<file path="src/rtl/chip8_pkg.sv">
// Shared CHIP-8 core constants and the fetch-stage state encoding.
package chip8_pkg;

  localparam int unsigned       ADDR_W    = 12;
  localparam int unsigned       OPCODE_W  = 16;
  localparam logic [ADDR_W-1:0] RESET_PC  = 12'h200;
  localparam logic [ADDR_W-1:0] FONT_BASE = 12'h000;

  typedef enum logic [1:0] {
    HI_ADDR = 2'd0,
    HI_DATA = 2'd1,
    LO_DATA = 2'd2,
    VALID   = 2'd3
  } fetch_state_e;

endpackage

</file>
<file path="src/rtl/chip8_fetch.sv">
// CHIP-8 instruction fetch: reads two big-endian bytes from chip8_mem, presents
// the opcode over valid/ready and applies jump/skip redirects at handshake.
module chip8_fetch
  import chip8_pkg::*;
#(
  parameter int unsigned       ADDR_W   = chip8_pkg::ADDR_W,
  parameter logic [ADDR_W-1:0] RESET_PC = ADDR_W'(chip8_pkg::RESET_PC)
) (
  input  logic                clk,
  input  logic                rst_n,
  input  logic                run,
  output logic [ADDR_W-1:0]   mem_addr,
  input  logic [7:0]          mem_data,
  output logic                op_valid,
  input  logic                op_ready,
  output logic [OPCODE_W-1:0] opcode,
  output logic [ADDR_W-1:0]   op_pc,
  input  logic                pc_load,
  input  logic [ADDR_W-1:0]   pc_load_addr,
  input  logic                pc_skip
);

  fetch_state_e          state_q, state_d;
  logic [ADDR_W-1:0]     pc_q, pc_d;
  logic [ADDR_W-1:0]     mem_addr_q, mem_addr_d;
  logic                  op_valid_q, op_valid_d;
  logic [OPCODE_W-1:0]   opcode_q, opcode_d;
  logic [ADDR_W-1:0]     op_pc_q, op_pc_d;

  always_ff @(posedge clk or negedge rst_n) begin
    if (!rst_n) begin
      state_q    <= HI_ADDR;
      pc_q       <= RESET_PC;
      mem_addr_q <= RESET_PC;
      op_valid_q <= 1'b0;
      opcode_q   <= '0;
      op_pc_q    <= RESET_PC;
    end else begin
      state_q    <= state_d;
      pc_q       <= pc_d;
      mem_addr_q <= mem_addr_d;
      op_valid_q <= op_valid_d;
      opcode_q   <= opcode_d;
      op_pc_q    <= op_pc_d;
    end
  end

  always_comb begin
    state_d    = state_q;
    pc_d       = pc_q;
    op_valid_d = op_valid_q;
    opcode_d   = opcode_q;
    op_pc_d    = op_pc_q;

    unique case (state_q)
      HI_ADDR: begin
        if (run) state_d = HI_DATA;
      end
      HI_DATA: begin
        opcode_d[15:8] = mem_data;
        state_d        = LO_DATA;
      end
      LO_DATA: begin
        opcode_d[7:0] = mem_data;
        op_pc_d       = pc_q;
        op_valid_d    = 1'b1;
        state_d       = VALID;
      end
      VALID: begin
        if (op_valid_q && op_ready) begin
          op_valid_d = 1'b0;
          state_d    = HI_ADDR;
          if (pc_load)      pc_d = pc_load_addr;
          else if (pc_skip) pc_d = pc_q + ADDR_W'(4);
          else              pc_d = pc_q + ADDR_W'(2);
        end
      end
      default: state_d = HI_ADDR;
    endcase

    // Address is registered from next state so memory sees it with no input-to-output path
    unique case (state_d)
      HI_DATA, LO_DATA: mem_addr_d = pc_d + ADDR_W'(1);
      default:          mem_addr_d = pc_d;
    endcase
  end

  assign mem_addr = mem_addr_q;
  assign op_valid = op_valid_q;
  assign opcode   = opcode_q;
  assign op_pc    = op_pc_q;

endmodule

</file>
<file path="config.mk">
export PLATFORM = sky130hd
export DESIGN_NAME = chip8_fetch
export DESIGN_NICKNAME = d
export VERILOG_FILES = /design/src/rtl/chip8_pkg.sv /design/src/rtl/chip8_fetch.sv
export SDC_FILE = /design/constraint.sdc
export NUM_CORES = 1
export LEC_CHECK = 0
export ABC_AREA = 0
export CORE_ASPECT_RATIO = 1.75
export CORE_MARGIN = 2
export CORE_UTILIZATION = 25
export CTS_CLUSTER_SIZE = 40
export DETAILED_ROUTE_END_ITERATION = 16
export DONT_BUFFER_PORTS = 1
export SETUP_SLACK_MARGIN = 0.5
export SYNTH_ARGS = -nofsm -noshare
export SYNTH_HDL_FRONTEND = slang
export SYNTH_SLANG_ARGS = --single-unit
</file>
<file path="constraint.sdc">
create_clock -name clk -period 3.4 [get_ports clk]
set_input_delay 1.02 -clock clk [delete_from_list [all_inputs] [get_ports clk]]
set_output_delay 1.02 -clock clk [all_outputs]
set_load 0.05 [all_outputs]
</file>
==> run_results.csv, run 1 <==
group,metric,value,unit
timing,fin_crit_sh,75.7,%
global_routing,track_usage,11.7,%
placement,dp_slack,0.497,ns
die,core_area,0.00991,mm2
critical_path,crit_arrival,2.75,ns
synth,synth-seq-cells,55,
die,placementRows,48,
timing,tns,0,ns
clock_network,htreeDepth,2,
die,initial_core_util,25.7,%
timing,max_freq,0.389,GHz
timing,skew,0.00653,ns
clock_network,clk_path_buf_depth,2,
critical_path,required,3.58,ns
clock_network,post_cts_resized,0,
clock_network,numCtsBuffers,5,
die,dieArea,0.0111,mm2
clock_network,clock-root-buffer,"clkbuf_16",
critical_path,cp-start-kind,"input pin",
synth,synth_nets,240,
synth,yosys.area.top_type,"dfrtp_1",
synth,netlist_instances,211,
clock_network,clk_pin_slew,0.07,ns
critical_path,path_cells,"nand4_4, nor2_1, mux2i_1, inv_1, ha_1, nand3_1, nor3_1, buf_4, nand3_1, nand2b_1, xnor2_1",
final_layout,fin_nets,242,
synth,synthTopCellsByArea,"dfrtp_1 (51%), mux2_2 (13%), dfstp_2 (3.1%), xnor2_1 (2.7%), nand3_1 (2.6%)",
clock_network,clk_latency,0.30,ns
routing,antenna_left,0,
die,die_w,80.3,um
synth,syn_area,0.00255,mm2
timing,tightest_slew,0.996,ns
final_layout,fin_cells,340,
critical_path,cp_top_family,"simple AND/OR/NAND/NOR gates",
critical_path,cpMostUsedCell,"nand3_1",
routing,drt-pass1-iter-count,4,
timing,rsz0062_at_grt,"no",
clock_network,numClockSinks,55,
clock_network,cts-hold-fix-buffers,0,
placement,place_congestion,0.806,
timing,slew_violations,0,
synth,yosys_warnings,0,
final_layout,final_area,0.00283,mm2
die,pin_count,67,
placement,dp_cells,331,
synth,avgSynthCellArea,12.1,um2
timing,worst_slack,0.828,ns
run,max-cap-violations,0,
routing,first_iter_violations,54,
timing,finalSetupViolCount,0,
critical_path,cpPeakStageDelay,0.32,ns
critical_path,crit_buf_inv,2,
synth,synth_top_cell_area_share,51.1,%
global_routing,grt_max_degree,56,
placement,dpl.hpwl,4.46,mm
critical_path,cp_slowest_cell,"nor2_1",
global_routing,grt_pass1_vias,1705,
final_layout,area_delta_synth_final,11.2,%
routing,viasPerCell,4.69,
routing,route.detailed.drc,0,
clock_network,cts_tree,"done",
timing,final.min_clock_period,2.57,ns
routing,routedWlPerCell,17.5,um
synth,synth_flop_cell,"dfrtp_1",
synth,synth_edf_count,0,
synth,synth_cell_types,45,
min_path,hold_path_class,"input pin to asynchronous set/reset pin",
timing,relSlewSlack,33.4,%
critical_path,critPathMaxFanout,8,
routing,vias,1596,
critical_path,crit_type,"input pin to flop",
synth,ys_async_sr_fraction,100,%
clock_network,postCtsSetupRepairBufs,0,
global_routing,grt_overflow_total,0,
final_layout,drive_gt1_share,29.0,%
run_status,status,"finished, final reports clean",
timing,finalHoldViolations,0,
global_routing,antenna_found_initial,0,
placement,io_buffers,0,
final_layout,fillCellCount,1028,
die,die_h,138,um
routing,routed_wl,5.95,mm
placement,postPlaceCellArea,0.00268,mm2
synth,synth-seq-area-share,54.1,%
global_routing,grt_pass1_wl,9.24,mm
critical_path,end_kind,"flop",
cell usage after synthesis (2+ instances only):
| cell | count |
|---|---|
| dfrtp_1 | 52 |
| and3_1 | 2 |
| xnor2_1 | 8 |
| inv_1 | 5 |
| ha_1 | 3 |
| inv_2 | 4 |
| nand3_2 | 2 |
| nand4_4 | 2 |
| mux2_2 | 30 |
| clkbuf_1 | 3 |
| nor3_1 | 2 |
| buf_2 | 2 |
| and4_1 | 2 |
| buf_4 | 3 |
| dfstp_2 | 3 |
| a31oi_1 | 2 |
| mux2i_1 | 6 |
| nand2b_1 | 2 |
| nand4_1 | 2 |
| a21oi_2 | 2 |
| a21oi_1 | 5 |
| o22ai_1 | 6 |
| nand2_1 | 15 |
| nor2_1 | 15 |
| nand3_1 | 13 |
worst reg2reg max path: stages, from the launching register on:
cell	delay (ns)
dfrtp_1	0.32
buf_4	0.23
nand4_4	0.18
nor2_1	0.32
mux2i_1	0.16
inv_1	0.11
ha_1	0.19
nand3_1	0.10
nor3_1	0.16
buf_4	0.16
nand3_1	0.09
nand2b_1	0.16
xnor2_1	0.13
worst paths after layout:
path / startpoint / to / slack (ns) / cells after the start
min in group clk: pc_q[0] / op_pc[0] / 0.56 / 1
min: rst_n / pc_q[5] / 0.41 / 0
max in group asynchronous: rst_n / op_pc[9] / 2.80 / 0
max reg2reg: op_valid / mem_addr[10] / 0.96 / 12
max: op_ready / mem_addr[10] / 0.83 / 11
min reg2reg: pc_q[0] / op_pc[0] / 0.56 / 1
cell usage in the layout (no fill, tap or decap), types with 2 or more instances in the layout:
| master | instances |
|---|---|
| inv_1 | 5 |
| nand3_2 | 2 |
| nor2_1 | 15 |
| ha_1 | 3 |
| nor3_1 | 2 |
| xnor2_1 | 8 |
| o22ai_1 | 6 |
| clkbuf_16 | 5 |
| nand2_1 | 15 |
| nand4_4 | 2 |
| and3_1 | 2 |
| mux2i_1 | 6 |
| nand4_1 | 2 |
| dfstp_2 | 3 |
| dfrtp_1 | 52 |
| buf_4 | 3 |
| a21oi_2 | 2 |
| a31oi_1 | 2 |
| a21oi_1 | 5 |
| inv_2 | 4 |
| mux2_2 | 30 |
| inv_6 | 2 |
| and4_1 | 2 |
| nand2b_1 | 2 |
| nand3_1 | 13 |
cells by family after synthesis:
group / after synthesis / share of synthesized area, %
AND/OR/NAND/NOR: 68 / 16.2
flip-flops: 55 / 54.1
multiplexers: 36 / 15.6
AO/OA/AOI/OAI: 23 / 6.48
buffers and inverters: 17 / 3.04
XOR/XNOR: 9 / 3.09
adder cells (fa/ha/maj): 3 / 1.47
routing by layer:
metal	global-route usage, %	wire length [um]	up-vias
li1	-	-	754
met1	11.0	2000	791
met2	21.2	3350	42
met3	4.33	416	9
met4	6.87	184	0
met5	0	0	-
through the flow:
| stage | hold slack [ns] | utilization [%] |
|---|---|---|
| after floorplan | 0.504 | - |
| after global placement | 0.536 | 27.1 |
| after detailed placement | 0.543 | 27.1 |
| after CTS | 0.395 | 28.6 |
| after global routing | 0.393 | 28.6 |
| final | 0.414 | 28.6 |
flip-flops by register name, summed over array words and instances, names as in the netlist:
signal	flops
op_valid	1
mem_addr	12
pc_q	12
state_q	2
opcode	16
op_pc	12
cell type report:
class | count | area [um2] | area share, %
Clock buffer | 5 | 125 | 4.42
Antenna cell | 1 | 2.50 | 0.0883
Tap cell | 125 | 156 | 5.52
Clock inverter | 3 | 22.5 | 0.795
Timing Repair Buffer | 3 | 22.5 | 0.795
Inverter | 9 | 33.8 | 1.19
Multi-Input combinational cell | 139 | 1090 | 38.5
Sequential cell | 55 | 1380 | 48.7
Power of run 1 is left out: the tool's default activity adds up to more than one toggle a clock period on the data nets, which glitch-free logic cannot reach.
==> inputs of run 2 (changes only) <==
==> constraint.sdc (replaced) <==
create_clock -name clk -period 2.1 [get_ports clk]
set_input_delay 0.63 -clock clk [delete_from_list [all_inputs] [get_ports clk]]
set_output_delay 0.63 -clock clk [all_outputs]
set_load 0.05 [all_outputs]
==> run 2 against run 1 <==
Highest routed layer unchanged. Routed wire length rose by 8.3%. Die area unchanged. Final area increased by 21%. Via count grew 13%.
==> run_results.csv, run 2 (synthesis gave the netlist of run 1 again) <==
group,metric,value,unit
clock_network,numCtsBuffers,5,
clock_network,cts-hold-fix-buffers,0,
placement,place_congestion,0.784,
die,pin_count,67,
final_layout,diodes,0,
global_routing,grt_overflow_total,0,
timing,finalSetupViolCount,0,
min_path,hold_path_class,"input pin to asynchronous set/reset pin",
placement,dpl.hpwl,4.75,mm
clock_network,cts_tree,"done",
critical_path,cp-start-kind,"flop",
clock_network,clock-root-buffer,"clkbuf_16",
timing,finalHoldViolations,0,
timing,final.min_clock_period,2.07,ns
timing,relSlewSlack,67.5,%
run,max-cap-violations,0,
routing,antenna_left,0,
routing,vias,1808,
timing,rsz0062_at_grt,"yes",
routing,routed_wl,6.45,mm
die,die_w,80.3,um
critical_path,r2r_start,"pc_q[1]",
pwr,p_total,6.55,mW
routing,first_iter_violations,63,
critical_path,reg2regPathDepth,8,
final_layout,area_delta_synth_final,34.4,%
final_layout,fin_cells,385,
global_routing,grt_pass1_vias,1974,
global_routing,grt_max_degree,56,
critical_path,crit_buf_inv,2,
pwr,p_per_area,1910,mW/mm2
pwr,p_leak,1.47,nW
critical_path,crit_type,"flop to flop",
critical_path,required,2.28,ns
clock_network,htreeDepth,2,
critical_path,r2r-end,"mem_addr[11]",
clock_network,clk_latency,0.29,ns
clock_network,numClockSinks,55,
final_layout,largest_reg_flops,16,
global_routing,track_usage,12.7,%
final_layout,mostFrequentLayoutCells,"dfrtp_1 (48), buf_4 (38), mux2_2 (29)",
final_layout,drive_gt1_share,52.7,%
final_layout,final_core_util,34.6,%
die,core_area,0.00991,mm2
critical_path,cp_slowest_cell,"or4_4",
timing,fin_crit_sh,98.5,%
final_layout,fillCellCount,980,
timing,tns,0,ns
clock_network,clk_path_buf_depth,2,
routing,route.detailed.drc,0,
timing,hold_ws,0.0270,ns
critical_path,path_cells,"buf_4, or4_4, nand4_4, buf_4, nor4b_4, and3_4, nand3_2, xnor2_1",
timing,worst_slack,0.0318,ns
timing,slew_violations,0,
global_routing,antenna_found_initial,0,
routing,routedWlPerCell,16.7,um
placement,postPlaceCellArea,0.00300,mm2
placement,io_buffers,0,
critical_path,cpPeakStageDelay,0.49,ns
timing,max_freq,0.484,GHz
die,dieArea,0.0111,mm2
final_layout,final_area,0.00342,mm2
routing,drt-pass1-iter-count,4,
critical_path,cpMostUsedCell,"buf_4",
die,initial_core_util,25.7,%
critical_path,crit_arrival,2.25,ns
pwr,ir_drop,0.549,mV
global_routing,grt_pass1_wl,10.3,mm
clock_network,clk_pin_slew,0.07,ns
placement,dp_slack,-0.172,ns
critical_path,end_kind,"flop",
placement,dp_cells,362,
timing,tightest_slew,0.488,ns
routing,viasPerCell,4.70,
critical_path,critPathMaxFanout,4,
critical_path,r2r_setup_slack,0.03,ns
critical_path,cp_top_family,"simple AND/OR/NAND/NOR gates",
final_layout,layout_commonest_cell,"dfrtp_1",
final_layout,fin_nets,288,
run_status,status,"finished, final reports clean",
timing,skew,0.00475,ns
die,die_h,138,um
die,placementRows,48,
## run 2: where the power goes
part | switching [mW] | internal [mW]
clock network | 0.363 | 0.684
registers | 1.67 | 1.56
logic | 1.01 | 1.26
total | 3.04 | 3.51
## run 2: routing by layer
metal  up-vias  GRT usage [%]  part of all wire, %
met4         0           6.59                  3.2
met1       905           11.9                   32
met3        13           4.65                  7.1
li1        840              -                    -
met2        50           23.3                   57
met5         -              0                    0
## run 2: layout make-up
type	count	area, um2	share of cell area (%)
Tap cell	125	156	4.57
Clock inverter	2	60.1	1.75
Sequential cell	55	1390	40.4
Clock buffer	6	129	3.76
Timing Repair Buffer	49	422	12.3
Multi-Input combinational cell	139	1240	36.1
Inverter	9	36.3	1.06
## run 2: worst max-delay path by stage
stage | startpoint | to | cells past startpoint
finish | pc_q[1] | mem_addr[11] | 8
global route | pc_q[2] | mem_addr[11] | 8
CTS | pc_q[2] | mem_addr[11] | 8
detailed placement | pc_skip | mem_addr[10] | 8
global placement | op_ready | mem_addr[11] | 8
floorplan | pc_skip | mem_addr[10] | 9
## run 2: what timing repair did
item / 4_1_cts / 5_1_grt
setup endpoints to repair: 20 / 29
setup buffers: 12 / 3
gates resized for setup: 17 / 16
pin swaps: 12 / 8
Power figures use the tool's default switching activity.
